**config.mk**
```make
export PLATFORM = sky130hd
export DESIGN_NAME = muldiv_unit_flat
export DESIGN_NICKNAME = d
export VERILOG_FILES = /design/src/rtl/muldiv_if.sv /design/src/rtl/muldiv_unit.sv /design/src/flat_wrapper.sv
export SDC_FILE = /design/constraint.sdc
export NUM_CORES = 1
export LEC_CHECK = 0
export CELL_PAD_IN_SITES_DETAIL_PLACEMENT = 0
export CELL_PAD_IN_SITES_GLOBAL_PLACEMENT = 1
export CORE_MARGIN = 4
export CORE_UTILIZATION = 30
export CTS_BUF_LIST = sky130_fd_sc_hd__clkbuf_8 sky130_fd_sc_hd__clkbuf_16
export DETAILED_ROUTE_END_ITERATION = 8
export GPL_TIMING_DRIVEN = 0
export HOLD_SLACK_MARGIN = 0.15
export PLACE_DENSITY = 0.65
export SLEW_MARGIN = 20
export SYNTH_ARGS = -nofsm -noshare
export SYNTH_HDL_FRONTEND = slang
export SYNTH_SLANG_ARGS = --single-unit
export TNS_END_PERCENT = 5
```
**constraint.sdc**
```tcl
create_clock -name clk -period 16.6 [get_ports clk]
set_input_delay 3.32 -clock clk [delete_from_list [all_inputs] [get_ports clk]]
set_output_delay 3.32 -clock clk [all_outputs]
set_load 0.02 [all_outputs]
```
**src/rtl/muldiv_if.sv**
```systemverilog
// muldiv_if: request/result bundle between the EX stage and the mul/div unit.
//   master (pipeline side): drives start, op, a, b, mthi, mtlo; observes busy, done, hi, lo.
//   slave  (muldiv_unit)  : the mirror image.
interface muldiv_if #(
    parameter int WIDTH = 32
);
    logic             start;
    logic [1:0]       op;
    logic [WIDTH-1:0] a;
    logic [WIDTH-1:0] b;
    logic             mthi;
    logic             mtlo;
    logic             busy;
    logic             done;
    logic [WIDTH-1:0] hi;
    logic [WIDTH-1:0] lo;

    modport master (
        output start, op, a, b, mthi, mtlo,
        input  busy, done, hi, lo
    );

    modport slave (
        input  start, op, a, b, mthi, mtlo,
        output busy, done, hi, lo
    );
endinterface

```
**src/rtl/muldiv_unit.sv**
```systemverilog
// muldiv_unit: iterative MULT/MULTU/DIV/DIVU engine holding the HI/LO registers.
//   clk  : rising-edge clock
//   rst  : asynchronous active-high reset
//   bus  : muldiv_if slave port
//          start/op/a/b request an operation (op: 00 MULT, 01 MULTU, 10 DIV, 11 DIVU)
//          mthi/mtlo write a into HI/LO while idle
//          busy high while an operation runs, done pulses when HI/LO take a result
// An operation takes 33 cycles: 32 shift-add / restoring-divide iterations on
// operand magnitudes, then one cycle that applies the result signs and writes HI/LO.
module muldiv_unit #(
    parameter int WIDTH = 32
) (
    input  logic     clk,
    input  logic     rst,
    muldiv_if.slave  bus
);
    typedef enum logic [1:0] {IDLE, CALC, FIX} state_t;

    state_t             state_q, state_d;
    logic               busy_q, busy_d;
    logic               done_q, done_d;
    logic [1:0]         op_q, op_d;
    logic               neg_a_q, neg_a_d;
    logic               neg_b_q, neg_b_d;
    logic [WIDTH-1:0]   mag_a_q, mag_a_d;
    logic [WIDTH-1:0]   mag_b_q, mag_b_d;
    logic [2*WIDTH-1:0] acc_q, acc_d;
    logic [4:0]         cnt_q, cnt_d;
    logic [WIDTH-1:0]   hi_q, hi_d;
    logic [WIDTH-1:0]   lo_q, lo_d;

    // Multiply: acc = {partial product, remaining multiplier bits}. Add the
    // multiplicand into the upper half when the current multiplier bit is set,
    // then shift the whole thing right; the carry lands in the top bit.
    logic [WIDTH:0]     mul_sum;
    logic [2*WIDTH-1:0] mul_step;
    assign mul_sum  = {1'b0, acc_q[2*WIDTH-1:WIDTH]} + (acc_q[0] ? {1'b0, mag_a_q} : '0);
    assign mul_step = {mul_sum, acc_q[WIDTH-1:1]};

    // Divide: acc = {remainder, dividend bits shifting out / quotient bits shifting in}.
    // The shifted remainder needs one extra bit so the trial subtract cannot overflow.
    logic [WIDTH:0]     div_rem_sh;
    logic [WIDTH:0]     div_diff;
    logic [2*WIDTH-1:0] div_step;
    assign div_rem_sh = {acc_q[2*WIDTH-1:WIDTH], acc_q[WIDTH-1]};
    assign div_diff   = div_rem_sh - {1'b0, mag_b_q};
    assign div_step   = div_diff[WIDTH]
                      ? {div_rem_sh[WIDTH-1:0], acc_q[WIDTH-2:0], 1'b0}
                      : {div_diff[WIDTH-1:0],   acc_q[WIDTH-2:0], 1'b1};

    // Sign-corrected results, only consumed in FIX.
    logic [2*WIDTH-1:0] prod_fix;
    logic [WIDTH-1:0]   quot_fix;
    logic [WIDTH-1:0]   rem_fix;
    logic [WIDTH-1:0]   a_orig;
    assign prod_fix = (neg_a_q ^ neg_b_q) ? -acc_q : acc_q;
    assign quot_fix = (neg_a_q ^ neg_b_q) ? -acc_q[WIDTH-1:0] : acc_q[WIDTH-1:0];
    assign rem_fix  = neg_a_q ? -acc_q[2*WIDTH-1:WIDTH] : acc_q[2*WIDTH-1:WIDTH];
    assign a_orig   = neg_a_q ? -mag_a_q : mag_a_q;

    always_comb begin
        state_d = state_q;
        done_d  = 1'b0;
        op_d    = op_q;
        neg_a_d = neg_a_q;
        neg_b_d = neg_b_q;
        mag_a_d = mag_a_q;
        mag_b_d = mag_b_q;
        acc_d   = acc_q;
        cnt_d   = cnt_q;
        hi_d    = hi_q;
        lo_d    = lo_q;

        case (state_q)
            IDLE: begin
                // MTHI/MTLO land at this edge; a result started now overwrites them later.
                if (bus.mthi) hi_d = bus.a;
                if (bus.mtlo) lo_d = bus.a;
                if (bus.start) begin
                    state_d = CALC;
                    op_d    = bus.op;
                    // op[0]==0 selects the signed variants
                    neg_a_d = ~bus.op[0] & bus.a[WIDTH-1];
                    neg_b_d = ~bus.op[0] & bus.b[WIDTH-1];
                    mag_a_d = neg_a_d ? -bus.a : bus.a;
                    mag_b_d = neg_b_d ? -bus.b : bus.b;
                    cnt_d   = '0;
                    acc_d   = bus.op[1] ? {{WIDTH{1'b0}}, mag_a_d} : {{WIDTH{1'b0}}, mag_b_d};
                end
            end
            CALC: begin
                acc_d = op_q[1] ? div_step : mul_step;
                cnt_d = cnt_q + 5'd1;
                if (cnt_q == 5'd31) state_d = FIX;
            end
            FIX: begin
                state_d = IDLE;
                done_d  = 1'b1;
                if (!op_q[1]) begin
                    hi_d = prod_fix[2*WIDTH-1:WIDTH];
                    lo_d = prod_fix[WIDTH-1:0];
                end else if (mag_b_q == '0) begin
                    // Divide by zero: dividend passes to HI, LO saturates by dividend sign.
                    hi_d = a_orig;
                    lo_d = neg_a_q ? WIDTH'(1) : '1;
                end else begin
                    hi_d = rem_fix;
                    lo_d = quot_fix;
                end
            end
            default: state_d = IDLE;
        endcase

        busy_d = (state_d != IDLE);
    end

    always_ff @(posedge clk or posedge rst) begin
        if (rst) begin
            state_q <= IDLE;
            busy_q  <= 1'b0;
            done_q  <= 1'b0;
            op_q    <= '0;
            neg_a_q <= 1'b0;
            neg_b_q <= 1'b0;
            mag_a_q <= '0;
            mag_b_q <= '0;
            acc_q   <= '0;
            cnt_q   <= '0;
            hi_q    <= '0;
            lo_q    <= '0;
        end else begin
            state_q <= state_d;
            busy_q  <= busy_d;
            done_q  <= done_d;
            op_q    <= op_d;
            neg_a_q <= neg_a_d;
            neg_b_q <= neg_b_d;
            mag_a_q <= mag_a_d;
            mag_b_q <= mag_b_d;
            acc_q   <= acc_d;
            cnt_q   <= cnt_d;
            hi_q    <= hi_d;
            lo_q    <= lo_d;
        end
    end

    assign bus.busy = busy_q;
    assign bus.done = done_q;
    assign bus.hi   = hi_q;
    assign bus.lo   = lo_q;
endmodule

```
**src/flat_wrapper.sv**
```systemverilog
// flat-port wrapper written by rule: the top's interface ports become plain ports
module muldiv_unit_flat 
#(
    parameter int WIDTH = 32
)
  (clk, rst, bus_start, bus_op, bus_a, bus_b, bus_mthi, bus_mtlo, bus_busy, bus_done, bus_hi, bus_lo);
  muldiv_if #(.WIDTH(WIDTH)) bus_i ();
  input  logic clk;
  input  logic rst;
  input wire logic [$bits(bus_i.start)-1:0] bus_start;
  input wire logic [$bits(bus_i.op)-1:0] bus_op;
  input wire logic [$bits(bus_i.a)-1:0] bus_a;
  input wire logic [$bits(bus_i.b)-1:0] bus_b;
  input wire logic [$bits(bus_i.mthi)-1:0] bus_mthi;
  input wire logic [$bits(bus_i.mtlo)-1:0] bus_mtlo;
  output wire logic [$bits(bus_i.busy)-1:0] bus_busy;
  output wire logic [$bits(bus_i.done)-1:0] bus_done;
  output wire logic [$bits(bus_i.hi)-1:0] bus_hi;
  output wire logic [$bits(bus_i.lo)-1:0] bus_lo;
  assign bus_i.start = bus_start;
  assign bus_i.op = bus_op;
  assign bus_i.a = bus_a;
  assign bus_i.b = bus_b;
  assign bus_i.mthi = bus_mthi;
  assign bus_i.mtlo = bus_mtlo;
  assign bus_busy = bus_i.busy;
  assign bus_done = bus_i.done;
  assign bus_hi = bus_i.hi;
  assign bus_lo = bus_i.lo;
  muldiv_unit #(.WIDTH(WIDTH)) u_core (.clk(clk), .rst(rst), .bus(bus_i));
endmodule
```
==> metrics.md <==
| Metric | Value |
|---|---|
| Status | finished, final reports clean |
| Cell family with the largest share of critical-path delay | simple AND/OR/NAND/NOR gates |
| H-tree depth | 1 |
| CTS root buf | clkbuf_16 |
| Final Wtd Congestion | a little under 1 |
| Layout net count | roughly 2500 |
| Ports | between 100 and 150 |
| RSZ-0062 raised after global routing | no |
| Power density over the cells | around 240 nW/um^2 |
| Tcrit/Tclk final | 0.423 |
| Relative slew slack | 0.249 |
| Hold Crit Class | reg -> reg |
| Ys async rst share | 1.00 |
| Crit-path slowest cell | xor2_1 |
| Yosys reg bits | between 200 and 250 |
| Largest net degree at the start of global routing | 99 |
| Critical Path Fanout Max | 6 |
| Pre-antenna DRT Iters | 6 |
| Rows | 88 |
| Main flop type after synthesis | dfrtp_1 |
| Worst slack at placement | just over 9 ns |
| Max_cap viols | 0 |
| Vias in the first global route | about 18000 |
| Drc violations | 0 |
| Starting Density | 0.302 |
| Fmax | around 140 MHz |
| Routed WL | ~83 mm |
| DR vias/cell | 5.72 |
| M1 GR Usage | 0.358 |
| Final setup fails | 0 |
| Hold Fails Final Rpt | 0 |
| Crit. End Element | register |
| Horiz. Die Dim | approximately 250 um |
| Min Tclk post-route | approximately 7 ns |
| Core area | between 50000 and 60000 sq um |
| CTS max path bufs | 3 |
| Initial antenna violation count | 5 |
| Setup Buffers After CTS | 0 |
| Overall routing resource usage | 0.256 |
| First-pass GRT wire length | 120 mm |
| Number of synthesized flops with an enable pin | 0 |
| HPWL after DPL | between 60 and 70 mm |
| Syn_nets | between 2000 and 2500 |
| Crit-path most repeated cell | a21oi_1 |
| Reg clk slew, reported paths | roughly 0.060 ns |
| Port buffer count | ~130 |
| CTS tree | yes |
| Post-Synthesis Cells | roughly 2200 |
| Worst-skew pair later-pin latency | between 0.5 and 0.6 ns |
| Critical path arrival | 7.45 ns |
| Die Ht | around 250 um |
| ANT nets after route | 0 |
| Post-Syn Area | approximately 17000 sq um |
| Static leakage power | roughly 0.0084 uW |
| Max incr delay on CP | 0.74 ns |
| Via Count | about 18000 |
| Global-route met2 utilization | 0.407 |
| Num CTS Buffers | 27 |
| Synth Warn # | 0 |
| Clk_skew | ~0.022 ns |
| Fraction of layout cells with a size suffix above 1 | 0.0385 |
| WL/cell | ~26 um |
| Startpoint Class | primary input |
| Cells traversed along the worst timing path | clkdlybuf4s50_1 -> or3_1 -> or4_1 -> nor3_1 -> nand2_1 -> o41ai_1 -> xor2_1 -> a21oi_1 -> a21oi_1 -> o21ai_0 |
| Worst Slack Setup Final | around 9.6 ns |
| Hold_buf cts | 0 |
| Critical path class | in -> reg |
| Yosys cell types | around 80 |
| Clock Sinks | just over 200 |
| Worst Tran Pin Value | ~1.1 ns |
| Total Negative Setup Slacks | 0 ns |
| Gr busiest metal | met2 |
| Crit path buffers/inverters | 1 |
| Cts repair resizes | 0 |
| Grt total ovfl | 0 |
| Sequential fraction of the synthesis area | 0.293 |
| DIE AREA | 62000 sq um |
| Drt initial violations | ~1800 |
| Mean Syn Cell Area | between 7 and 8 sq um |
| Met3 Use GR | 0.0424 |
| Worst EP required | 17.03 ns |
| Max-slew violation count | 0 |
| Worst IR Drop VDD | slightly above 100 uV |
| Area Growth Syn to Fin | 19.3% |
[cell usage in the layout, fill, tap and decap left out, drive strengths merged, types with 77 or more instances in the layout]
cell and instances:
o21ai 289, dfrtp 204, nand2 276, nor2 139, a21oi 176, xnor2 113, xor2 106, mux2i 77
clkdlybuf4s50 133, clkbuf 172
[metrics by stage]
stage                     power [uW]  utilization  instances  cell area, sq um  hold slack (ns)
after floorplan                 3100            -       2230             17400            0.449
after global placement          4200        0.342       3128             19700            0.474
after detailed placement        4220        0.343       3130             19800            0.470
after CTS                       4900        0.361       3178             20800            0.481
after global routing            5260        0.361       3178             20800            0.492
final                           4920        0.361       3181             20800            0.483
[synth_stat cells, types with 35 or more instances]
cell / instances / area, sq um
inv_1: 67 / 251
xor2_1: 106 / 928
nand2_1: 276 / 1040
xnor2_1: 113 / 990
a21oi_1: 176 / 881
dfrtp_1: 204 / 5100
nor3_1: 35 / 175
nor2_1: 139 / 522
o21ai_0: 281 / 1410
clkbuf_1: 139 / 522
mux2i_1: 77 / 771
ha_1: 71 / 888
o31ai_1: 41 / 308
[cell families (layout without fill, tap and decap cells)]
kind of cell               count (synthesis)  count (layout)  synth area share
AOI/OAI and AO/OA                        730             730             0.255
buffers and inverters                    229             412            0.0501
DFF                                      204             204             0.293
xor gates and xnor gates                 219             219             0.110
adders and majority gates                 73              73            0.0533
and+or+nand+nor                          696             696             0.192
muxes                                     79              79            0.0462
other                                      0               3                 0
[final timing paths]
kind	start	endpoint	slack, ns	cells past startpoint
worst max-delay path	bus_a[8]	u_core.acc_q[25]	9.58	10
worst min-delay path	u_core.bus.lo[30]	u_core.bus.lo[30]	0.48	2
worst max register to register	u_core.acc_q[0]	u_core.acc_q[61]	11.49	16
worst min register to register	u_core.bus.lo[30]	u_core.bus.lo[30]	0.48	2
max in group asynchronous	rst	u_core.mag_b_q[11]	12.24	4
min in group asynchronous	rst	u_core.bus.hi[19]	3.04	2
[report_power, final]
part / internal, uW / total [uW] / leakage (uW) / switching (uW)
registers: 741 / 1070 / 0.00252 / 333
logic: 1240 / 3180 / 0.00537 / 1950
clock network: 412 / 665 / 0.000484 / 254
[flip-flops by register name, summed over array words and instances (netlist names), 2 cells and up]
| name | count |
|---|---|
| u_core.acc_q | 64 |
| u_core.mag_a_q | 32 |
| u_core.bus.hi | 32 |
| u_core.mag_b_q | 32 |
| u_core.bus.lo | 32 |
| u_core.cnt_q | 5 |
| u_core.state_q | 2 |
[worst min-delay path, delay by kind of cell, from the launching register on]
family	cells	cell delay [ns]
AOI/OAI and AO/OA	1	0.07
and+or+nand+nor	1	0.04
DFF	1	0.34
[per-layer routing]
metal,vias up,routed length [um]
met5,-,9
met4,2,3000
met3,127,5850
met2,696,37000
met1,8981,37200
li1,8381,-
[area by class of cell]
cell class | count | area, sq um
antenna | 3 | 7.51
buffer | 157 | 602
clock buffer | 32 | 744
clock inverter | 16 | 248
fill | 6109 | 36800
inverter | 72 | 278
multi-input combinational | 1797 | 11400
sequential | 204 | 5100
tap | 765 | 957
timing repair buffer | 135 | 1390
No activity file was read; power rests on OpenSTA's default activity.
